[config.mk]
export PLATFORM = sky130hd
export DESIGN_NAME = parking_exit_controller
export DESIGN_NICKNAME = d
export VERILOG_FILES = /design/src/rtl/parking_exit_controller.sv
export SDC_FILE = /design/constraint.sdc
export NUM_CORES = 1
export LEC_CHECK = 0
export CORE_AREA = 2 2 50 52
export DETAILED_ROUTE_END_ITERATION = 10
export DIE_AREA = 0 0 52 54
export MAX_ROUTING_LAYER = met4
export PLACE_DENSITY = 0.79
export REMOVE_ABC_BUFFERS = 1
export SETUP_SLACK_MARGIN = 0.02
export SYNTH_ARGS = -nofsm -noshare
export SYNTH_HDL_FRONTEND = slang
export SYNTH_SLANG_ARGS = --single-unit
[constraint.sdc]
create_clock -name clk -period 2.2 [get_ports clk]
set_input_delay 0.22 -clock clk [delete_from_list [all_inputs] [get_ports clk]]
set_output_delay 0.22 -clock clk [all_outputs]
set_load 0.01 [all_outputs]
[src/rtl/parking_exit_controller.sv]
// Parking-lot exit barrier controller.
// A Moore FSM that asks the driver for an exit code, raises the barrier,
// detects tailgating, and keeps a saturating count of cars inside.
// Optional feature macro: EXIT_TIMEOUT_EN closes the gate if nobody leaves
// within OPEN_CYCLES cycles.
module parking_exit_controller #(
  parameter int unsigned CAPACITY    = 15,
  parameter int unsigned WAIT_CYCLES = 4,
  parameter int unsigned OPEN_CYCLES = 8
) (
  input  logic       clk,
  input  logic       reset,
  input  logic       sensor_exit_in,
  input  logic       sensor_exit_out,
  input  logic       entry_pulse,
  input  logic [1:0] code_1,
  input  logic [1:0] code_2,
  output logic       GATE_OPEN,
  output logic       GREEN_LED,
  output logic       RED_LED,
  output logic [6:0] HEX_1,
  output logic [6:0] HEX_2,
  output logic [3:0] occupancy,
  output logic       FULL
);

  localparam int unsigned DwellW = (WAIT_CYCLES > 1) ? $clog2(WAIT_CYCLES) : 1;

  typedef enum logic [2:0] {
    StIdle      = 3'd0,
    StWaitCode  = 3'd1,
    StWrongCode = 3'd2,
    StOpen      = 3'd3,
    StTailgate  = 3'd4
  } state_e;

  state_e            r_state;
  state_e            w_state_d;
  logic [DwellW-1:0] r_dwell;
  logic [DwellW-1:0] w_dwell_d;
  logic              r_blink;
  logic              w_blink_d;
  logic [3:0]        r_occ;
  logic [3:0]        w_occ_d;
  logic              w_code_ok;
  logic              w_dwell_done;
  logic              w_full;
  logic              w_dec;
  logic              w_inc;
  logic              w_open_done;

  assign w_code_ok    = (code_1 == 2'b10) && (code_2 == 2'b01);
  assign w_dwell_done = (r_dwell == DwellW'(WAIT_CYCLES - 1));
  assign w_full       = (r_occ == 4'(CAPACITY));

`ifdef EXIT_TIMEOUT_EN
  localparam int unsigned OpenW = (OPEN_CYCLES > 1) ? $clog2(OPEN_CYCLES) : 1;

  logic [OpenW-1:0] r_open_cnt;
  logic [OpenW-1:0] w_open_cnt_d;

  assign w_open_done  = (r_open_cnt == OpenW'(OPEN_CYCLES - 1));
  assign w_open_cnt_d = (r_state == StOpen && w_state_d == StOpen) ? r_open_cnt + 1'b1 : '0;

  // Gate-open timeout counter, cleared whenever the gate is not open.
  always_ff @(posedge clk) begin
    if (reset) r_open_cnt <= '0;
    else       r_open_cnt <= w_open_cnt_d;
  end
`else
  logic w_unused_open_cycles;
  assign w_unused_open_cycles = (OPEN_CYCLES == 0);
  assign w_open_done          = 1'b0;
`endif

  // Next-state decode.
  always_comb begin
    w_state_d = r_state;
    unique case (r_state)
      StIdle: begin
        if (sensor_exit_in && (r_occ != 4'd0)) w_state_d = StWaitCode;
      end
      StWaitCode: begin
        // Car leaving the sensor aborts code entry before the code is judged.
        if (!sensor_exit_in)   w_state_d = StIdle;
        else if (w_dwell_done) w_state_d = w_code_ok ? StOpen : StWrongCode;
      end
      StWrongCode: begin
        if (w_code_ok)           w_state_d = StOpen;
        else if (!sensor_exit_in) w_state_d = StIdle;
      end
      StOpen: begin
        if (sensor_exit_out) w_state_d = sensor_exit_in ? StTailgate : StIdle;
        else if (w_open_done) w_state_d = StIdle;
      end
      StTailgate: begin
        if (w_code_ok) w_state_d = StOpen;
      end
      default: w_state_d = StIdle;
    endcase
  end

  // Dwell counter runs only while staying in code entry; blink starts high on entry.
  always_comb begin
    w_dwell_d = (r_state == StWaitCode && w_state_d == StWaitCode) ? r_dwell + 1'b1 : '0;
    w_blink_d = 1'b0;
    if (w_state_d == StWrongCode || w_state_d == StTailgate) begin
      w_blink_d = (w_state_d == r_state) ? ~r_blink : 1'b1;
    end
  end

  // Occupancy update; a departing car frees its slot for a coincident arrival.
  always_comb begin
    w_dec   = (r_state == StOpen) && sensor_exit_out && (r_occ != 4'd0);
    w_inc   = entry_pulse && (!w_full || w_dec);
    w_occ_d = r_occ;
    case ({w_inc, w_dec})
      2'b10:   w_occ_d = r_occ + 4'd1;
      2'b01:   w_occ_d = r_occ - 4'd1;
      default: w_occ_d = r_occ;
    endcase
  end

  // State, counter and lamp registers.
  always_ff @(posedge clk) begin
    if (reset) begin
      r_state <= StIdle;
      r_dwell <= '0;
      r_blink <= 1'b0;
      r_occ   <= 4'd0;
    end else begin
      r_state <= w_state_d;
      r_dwell <= w_dwell_d;
      r_blink <= w_blink_d;
      r_occ   <= w_occ_d;
    end
  end

  // Moore output decode from registered state.
  always_comb begin
    GATE_OPEN = 1'b0;
    GREEN_LED = 1'b0;
    RED_LED   = 1'b0;
    HEX_1     = 7'h7F;
    HEX_2     = 7'h7F;
    unique case (r_state)
      StWaitCode: begin
        RED_LED = 1'b1;
        HEX_1   = 7'b0000110;
        HEX_2   = 7'b0101011;
      end
      StWrongCode: begin
        RED_LED = r_blink;
        HEX_1   = 7'b0000110;
        HEX_2   = 7'b0000110;
      end
      StOpen: begin
        GATE_OPEN = 1'b1;
        GREEN_LED = 1'b1;
        HEX_1     = 7'b0000010;
        HEX_2     = 7'b1000000;
      end
      StTailgate: begin
        RED_LED = r_blink;
        HEX_1   = 7'b0010010;
        HEX_2   = 7'b0001100;
      end
      default: begin
        GATE_OPEN = 1'b0;
      end
    endcase
  end

  assign occupancy = r_occ;
  assign FULL      = w_full;

endmodule

==> results of run 1 <==
## state kept, by name, indices dropped and copies added, names as in the netlist
signal     flops
r_blink        1
occupancy      4
r_state        3
r_dwell        2
## cell families after synthesis
kind of cell / Yosys count / share of synthesized area [%]
xor+xnor: 3 / 3.02
fa+ha+maj: 4 / 6.61
flops: 10 / 23.0
mux: 3 / 3.45
other cells: 1 / 0.431
compound gates: 23 / 18.2
simple gates: 40 / 30.3
buf+inv: 20 / 14.9
## metal layers
layer	vias up	global-route usage (%)
li1	427	-
met2	34	30.8
met3	10	3.33
met1	406	16.8
met5	-	-
met4	0	11.4
## cell type report
type / instances / area, um2
multi-input combinational: 74 / 556
timing repair buffer: 44 / 408
tap: 30 / 37.5
clock buffer: 4 / 36.3
fill: 214 / 1050
sequential: 10 / 201
inverter: 6 / 27.5
## timing repair
| action | in CTS | in global routing |
|---|---|---|
| hold buffers | 0 | 0 |
| gates resized for setup | 0 | 7 |
| setup endpoints to repair | 0 | 10 |
## synth_stat cells (2+ instances only)
cell type	instances
nand3b_1	2
inv_1	5
nand3_1	2
and3_1	2
a21oi_1	10
clkbuf_1	2
nand4_1	2
nor2_1	7
nand2_1	5
mux2i_1	3
dfxtp_1	10
xnor2_1	2
buf_4	9
nand2b_1	5
nor3_1	3
nand4bb_1	2
buf_6	2
ha_1	3
o21ai_0	2
## path summary, 6_finish.rpt
kind / to / startpoint / slack, ns / cells after the start
setup / recovery: occupancy[3]$_SDFFE_PP0P_ / sensor_exit_out / 0.13 / 9
hold reg to reg: r_dwell[0]$_SDFF_PP0_ / r_dwell[0]$_SDFF_PP0_ / 0.44 / 1
hold / removal: r_dwell[0]$_SDFF_PP0_ / r_dwell[0]$_SDFF_PP0_ / 0.44 / 1
setup reg to reg: occupancy[3]$_SDFFE_PP0P_ / occupancy[0]$_SDFFE_PP0P_ / 0.20 / 9
## critical path, stage by stage
cell and delay [ns]:
clkdlybuf4s50_1 0.52, nand4b_4 0.11, or3_1 0.39, clkinv_4 0.07
ha_1 0.26, a21oi_2 0.20, buf_4 0.14, nand2_1 0.06
o311ai_2 0.27
## stage by stage
| step | setup WS, ns | instance area [um2] |
|---|---|---|
| after floorplan | -0.0166 | 768 |
| after global placement | -0.0775 | 1210 |
| after detailed placement | -0.174 | 1210 |
| after CTS | 0.0211 | 1240 |
| after global routing | 0.0257 | 1270 |
| final | 0.129 | 1270 |
## power by group
part	switching [mW]	internal, mW	leakage (nW)
logic	0.0540	0.0674	0.426
registers	0.00531	0.186	0.0817
clock network	0.0665	0.101	0.0210
total	0.126	0.354	0.529
==> metrics.md, run 1 <==
| Metric | Value |
|---|---|
| Unrepaired setup endpoints after global routing | `no` |
| Total GRT Usage | `between 10% and 20%` |
| Wl on met1 | `~870 um` |
| Crit end category | `flip-flop` |
| MaxCap Viol Count | `0` |
| Initial antenna violation count | `0` |
| Final core utilization | `54.6%` |
| CTS max path bufs | `2` |
| CTS sink cnt | `10` |
| Yosys reg bits | `10` |
| Initial core utilization | `a little under two fifths` |
| Final hold slack | `roughly 0.44 ns` |
| CTS tree | `done` |
| Max-slew violation count | `0` |
| Via density | `5.22` |
| Dominant synthesized flop cell | `dfxtp_1` |
| Filler-free cell count of the finished design | `168` |
| Critical Path RT | `2.37 ns` |
| H-tree level count | `1` |
| Critical setup path kind | `in -> reg` |
| Leak | `around 0.53 nW` |
| I/O Pins | `31` |
| Top cell type by total area after synthesis | `dfxtp_1` |
| CTS buffer count | `3` |
| Most common cell after layout, fill and taps aside | `clkdlybuf4s50_1` |
| Post-Syn Instances | `around 100` |
| Fin. Hold Viols | `0` |
| ANT cells | `0` |
| Period utilization | `94.1%` |
| Clk slew on worst S/H paths | `roughly 0.070 ns` |
| Layout Nets | `approximately 150` |
| # port buffers | `29` |
| Tmin final | `slightly above 2 ns` |
| DR iter-0 viols | `13` |
| Number of synthesized flops with an enable pin | `0` |
| Commonest cells after routing, fill and taps aside | `27 x clkdlybuf4s50_1, 15 x buf_4, 9 x a21oi_1, 9 x dfxtp_1, 7 x nor2_1` |
| Area growth from synthesis to layout | `45.4%` |
| Routed Wire Length | `2220 um` |
| Hpwl dp | `around 1700 um` |
| Global placement routability congestion | `between 0.8 and 0.9` |
| Setup Buffers After CTS | `0` |
| CORE AREA | `roughly 2300 um2` |
| Synth Area per Inst | `~8.4 um2` |
| Skew final | `~0.00057 ns` |
| Antenna Nets Post-Route | `0` |
| Design Power | `roughly 480 uW` |
| Setup TNS | `0 ns` |
| FFs w/ async S/R, synth | `0%` |
| Mapped Area | `871 um2` |
| Max VDD drop | `about 310 uV` |
| Synth area leaders | `dfxtp_1 23%, buf_4 7.8%, a21oi_1 5.7%` |
| Number of global-route vias before repair | `roughly 800` |
| Largest net degree at the start of global routing | `13` |
| Top cell type's share of synthesized area | `roughly 23%` |
| DRT Pass-1 Iters | `4` |
| Top Metal Used | `met4` |
| Sequential share of the synthesized area | `between 20% and 30%` |
| Max Clk Rate | `483 MHz` |
| Final setup vio count | `0` |
| Grt ovf | `0` |
| Share of cells above drive strength 1 | `23.2%` |
| DIE HEIGHT | `about 54 um` |
| Yosys warning count | `0` |
| Drt drc | `0` |
| PD cells | `roughly 380 nW/um2` |
| WL met3 | `about 160 um` |
| Full die area | `roughly 2800 um2` |
| Global-route wire length before repair | `roughly 3400 um` |
| Die Span X | `between 50 and 60 um` |
| Skew-Pair Late Insertion Delay | `between 0.2 and 0.3 ns` |
| Synth cell types | `45` |
| CP max FO | `3` |
| Placed Cells | `~160` |
| FP Rows | `18` |
| Metal2 WL | `between 1000 and 1500 um` |
| CP Data Arrival Time | `between 2 and 2.5 ns` |
| Outcome | `completed` |
| Via Count | `877` |
| Routed len/inst | `approximately 13 um` |
| Root buffer cell | `clkbuf_4` |
| Startpoint Class | `primary input` |
| Worst hold path type | `reg -> reg` |
Power figures use the tool's default switching activity.
==> inputs of run 2 (changes only) <==
--- a/config.mk
+++ b/config.mk
@@ -5,11 +5,11 @@
 export SDC_FILE = /design/constraint.sdc
 export NUM_CORES = 1
 export LEC_CHECK = 0
-export CORE_AREA = 2 2 50 52
+export CORE_AREA = 2 2 47 49
 export DETAILED_ROUTE_END_ITERATION = 10
-export DIE_AREA = 0 0 52 54
+export DIE_AREA = 0 0 49 51
 export MAX_ROUTING_LAYER = met4
-export PLACE_DENSITY = 0.79
+export PLACE_DENSITY = 0.85
 export REMOVE_ABC_BUFFERS = 1
 export SETUP_SLACK_MARGIN = 0.02
 export SYNTH_ARGS = -nofsm -noshare
==> constraint.sdc (replaced) <==
create_clock -name clk -period 2.6 [get_ports clk]
set_input_delay 0.26 -clock clk [delete_from_list [all_inputs] [get_ports clk]]
set_output_delay 0.26 -clock clk [all_outputs]
set_load 0.01 [all_outputs]
==> metrics.md, run 2 (synthesis gave the netlist of run 1 again) <==
| Metric | Value |
|---|---|
| Outcome | `completed` |
| Top delay family on crit path | `simple AND/OR/NAND/NOR gates` |
| Max-slew violation count | `0` |
| Crit path buffers/inverters | `1` |
| Max stage delay on crit path | `between 0.3 and 0.4 ns` |
| Sequential Power Share | `about 46%` |
| CTS buffer count | `3` |
| Global-route wire length before repair | `3550 um` |
| Crit end category | `flip-flop` |
| Layout Nets | `141` |
| Final setup vio count | `0` |
| Sw Pwr | `slightly above 100 uW` |
| DR iter-0 viols | `22` |
| DIE HEIGHT | `between 50 and 60 um` |
| Worst hold path type | `reg -> reg` |
| Share of cells above drive strength 1 | `about an eighth` |
| Final core utilization | `between 50% and 60%` |
| Critical setup path kind | `reg -> reg` |
| Initial antenna violation count | `0` |
| Most common cell after layout, fill and taps aside | `clkdlybuf4s50_1` |
| Grt ovf | `0` |
| CTS max path bufs | `2` |
| Cts repair resizes | `0` |
| DRT Pass-1 Iters | `4` |
| Startpoint Class | `flip-flop` |
| CP max-delay cell | `dfxtp_1` |
| Critical Path RT | `roughly 2.7 ns` |
| ANT cells | `0` |
| FP Rows | `17` |
| Clk slew on worst S/H paths | `~0.060 ns` |
| PD cells | `~320 nW/um2` |
| CP Data Arrival Time | `2.44 ns` |
| Max VDD drop | `~200 uV` |
| Commonest cells after routing, fill and taps aside | `29 x clkdlybuf4s50_1, 10 x a21oi_1, 10 x dfxtp_1, 7 x nor2_1` |
| MaxCap Viol Count | `0` |
| Post-layout instance area | `1150 um2` |
| Hold buffer count at CTS | `0` |
| Number of global-route vias before repair | `approximately 840` |
| Die Span X | `approximately 49 um` |
| M3 GR Usage | `about 4.1%` |
| Root buffer cell | `clkbuf_4` |
| Full die area | `approximately 2500 um2` |
| Met1 GRT Util | `about 18%` |
| WP depth | `8` |
| Max FFs per register | `4` |
| Area growth from synthesis to layout | `31.6%` |
| CP startpoint | `occupancy[0]$_SDFFE_PP0P_` |
| I/O Pins | `31` |
| Via Count | `841` |
| Design Power | `363 uW` |
| H-tree level count | `1` |
| Max Clk Rate | `435 MHz` |
| CORE AREA | `2060 um2` |
| Skew final | `around 0.00024 ns` |
| R2r startpoint | `occupancy[0]$_SDFFE_PP0P_` |
| Antenna Nets Post-Route | `0` |
| Setup crit end | `occupancy[3]$_SDFFE_PP0P_` |
| Unrepaired setup endpoints after global routing | `no` |
| Via density | `approximately 5.5` |
| CTS tree | `done` |
| Largest net degree at the start of global routing | `13` |
| Tmin final | `about 2.3 ns` |
| Routed Wire Length | `a little under 2000 um` |
| Total GRT Usage | `a little under a fifth` |
| Routed len/inst | `approximately 13 um` |
| # port buffers | `29` |
| Skew-Pair Late Insertion Delay | `approximately 0.27 ns` |
| Initial core utilization | `between 40 and 50%` |
| Fill count | `~200` |
| Drt drc | `0` |
| GRT Max-Usage Layer | `met2` |
| Leak | `between 0.4 and 0.5 nW` |
| Cell Int Power | `~260 uW` |
| Hpwl dp | `~1600 um` |
| Placed instance area | `approximately 1100 um2` |
| CP max FO | `7` |
| Global placement routability congestion | `about 0.84` |
| Period utilization | `88.3%` |
| Reg2Reg Depth | `8` |
| Logic pwr share | `between 20% and 30%` |
| Met2 GRT Util | `about 35%` |
| Reg2reg end | `occupancy[3]$_SDFFE_PP0P_` |
| Fin. Hold Viols | `0` |
| Clock share of power | `around 30%` |
| Crit path cell chain | `nor4_4 -> or3_1 -> clkinv_4 -> ha_1 -> a21oi_1 -> a21boi_0 -> mux2i_1 -> o311ai_2` |
| Setup Buffers After CTS | `0` |
| CTS sink cnt | `10` |
| Setup TNS | `0 ns` |
| Sw frac | `between 20% and 30%` |
| Reg2reg setup slack | `a little over 0.3 ns` |
==> run 2: area by class of cell <==
| cell class | instances | area [um2] | share of cell area [%] |
|---|---|---|---|
| Timing Repair Buffer | 33 | 320 | 27.9 |
| Clock buffer | 3 | 22.5 | 1.97 |
| Tap cell | 28 | 35.0 | 3.06 |
| Inverter | 6 | 27.5 | 2.40 |
| Sequential cell | 10 | 200 | 17.5 |
| Multi-Input combinational cell | 74 | 541 | 47.2 |
==> run 2: stage by stage <==
stage / setup slack, ns / instances / hold slack (ns)
floorplan: 0.383 / 90 / 0.325
global placement: 0.166 / 151 / 0.414
detailed placement: 0.0394 / 151 / 0.433
CTS: 0.286 / 154 / 0.442
global route: 0.0780 / 154 / 0.465
finish: 0.304 / 154 / 0.446
==> run 2: power by group through the flow <==
stage / clock network [mW] / logic (mW) / registers, mW
final: 0.107 / 0.0904 / 0.165
after CTS: 0.110 / 0.0911 / 0.165
after floorplan: 0 / 0.0385 / 0.171
after global placement: 0 / 0.0878 / 0.169
after detailed placement: 0 / 0.0909 / 0.169
after global routing: 0.118 / 0.0993 / 0.166
==> run 2: worst min-delay path by stage <==
stage / to / depth (start not counted) / slack (ns) / from
2_1_floorplan: occupancy[1]$_SDFFE_PP0P_ / 1 / 0.32 / reset
3_3_place_gp: r_dwell[0]$_SDFF_PP0_ / 1 / 0.41 / r_dwell[0]$_SDFF_PP0_
3_5_place_dp: r_dwell[0]$_SDFF_PP0_ / 1 / 0.43 / r_dwell[0]$_SDFF_PP0_
4_1_cts: r_dwell[0]$_SDFF_PP0_ / 1 / 0.44 / r_dwell[0]$_SDFF_PP0_
5_1_grt: r_dwell[0]$_SDFF_PP0_ / 1 / 0.47 / r_dwell[0]$_SDFF_PP0_
6_report: r_dwell[0]$_SDFF_PP0_ / 1 / 0.45 / r_dwell[0]$_SDFF_PP0_
==> run 2: routing by layer <==
layer	share of wire (%)	vias up
li1	-	408
met3	7.3	3
met4	1.2	0
met5	0	-
met1	41	393
met2	50	37
==> run 2: worst register-to-register path, delay by kind of cell (launching register included) <==
family / cells / cell delay, ns
flip-flops: 1 / 0.38
buffers and inverters: 1 / 0.10
adder cells (fa/ha/maj): 1 / 0.33
AND/OR/NAND/NOR: 2 / 0.61
multiplexers: 1 / 0.18
AO/OA/AOI/OAI: 3 / 0.57
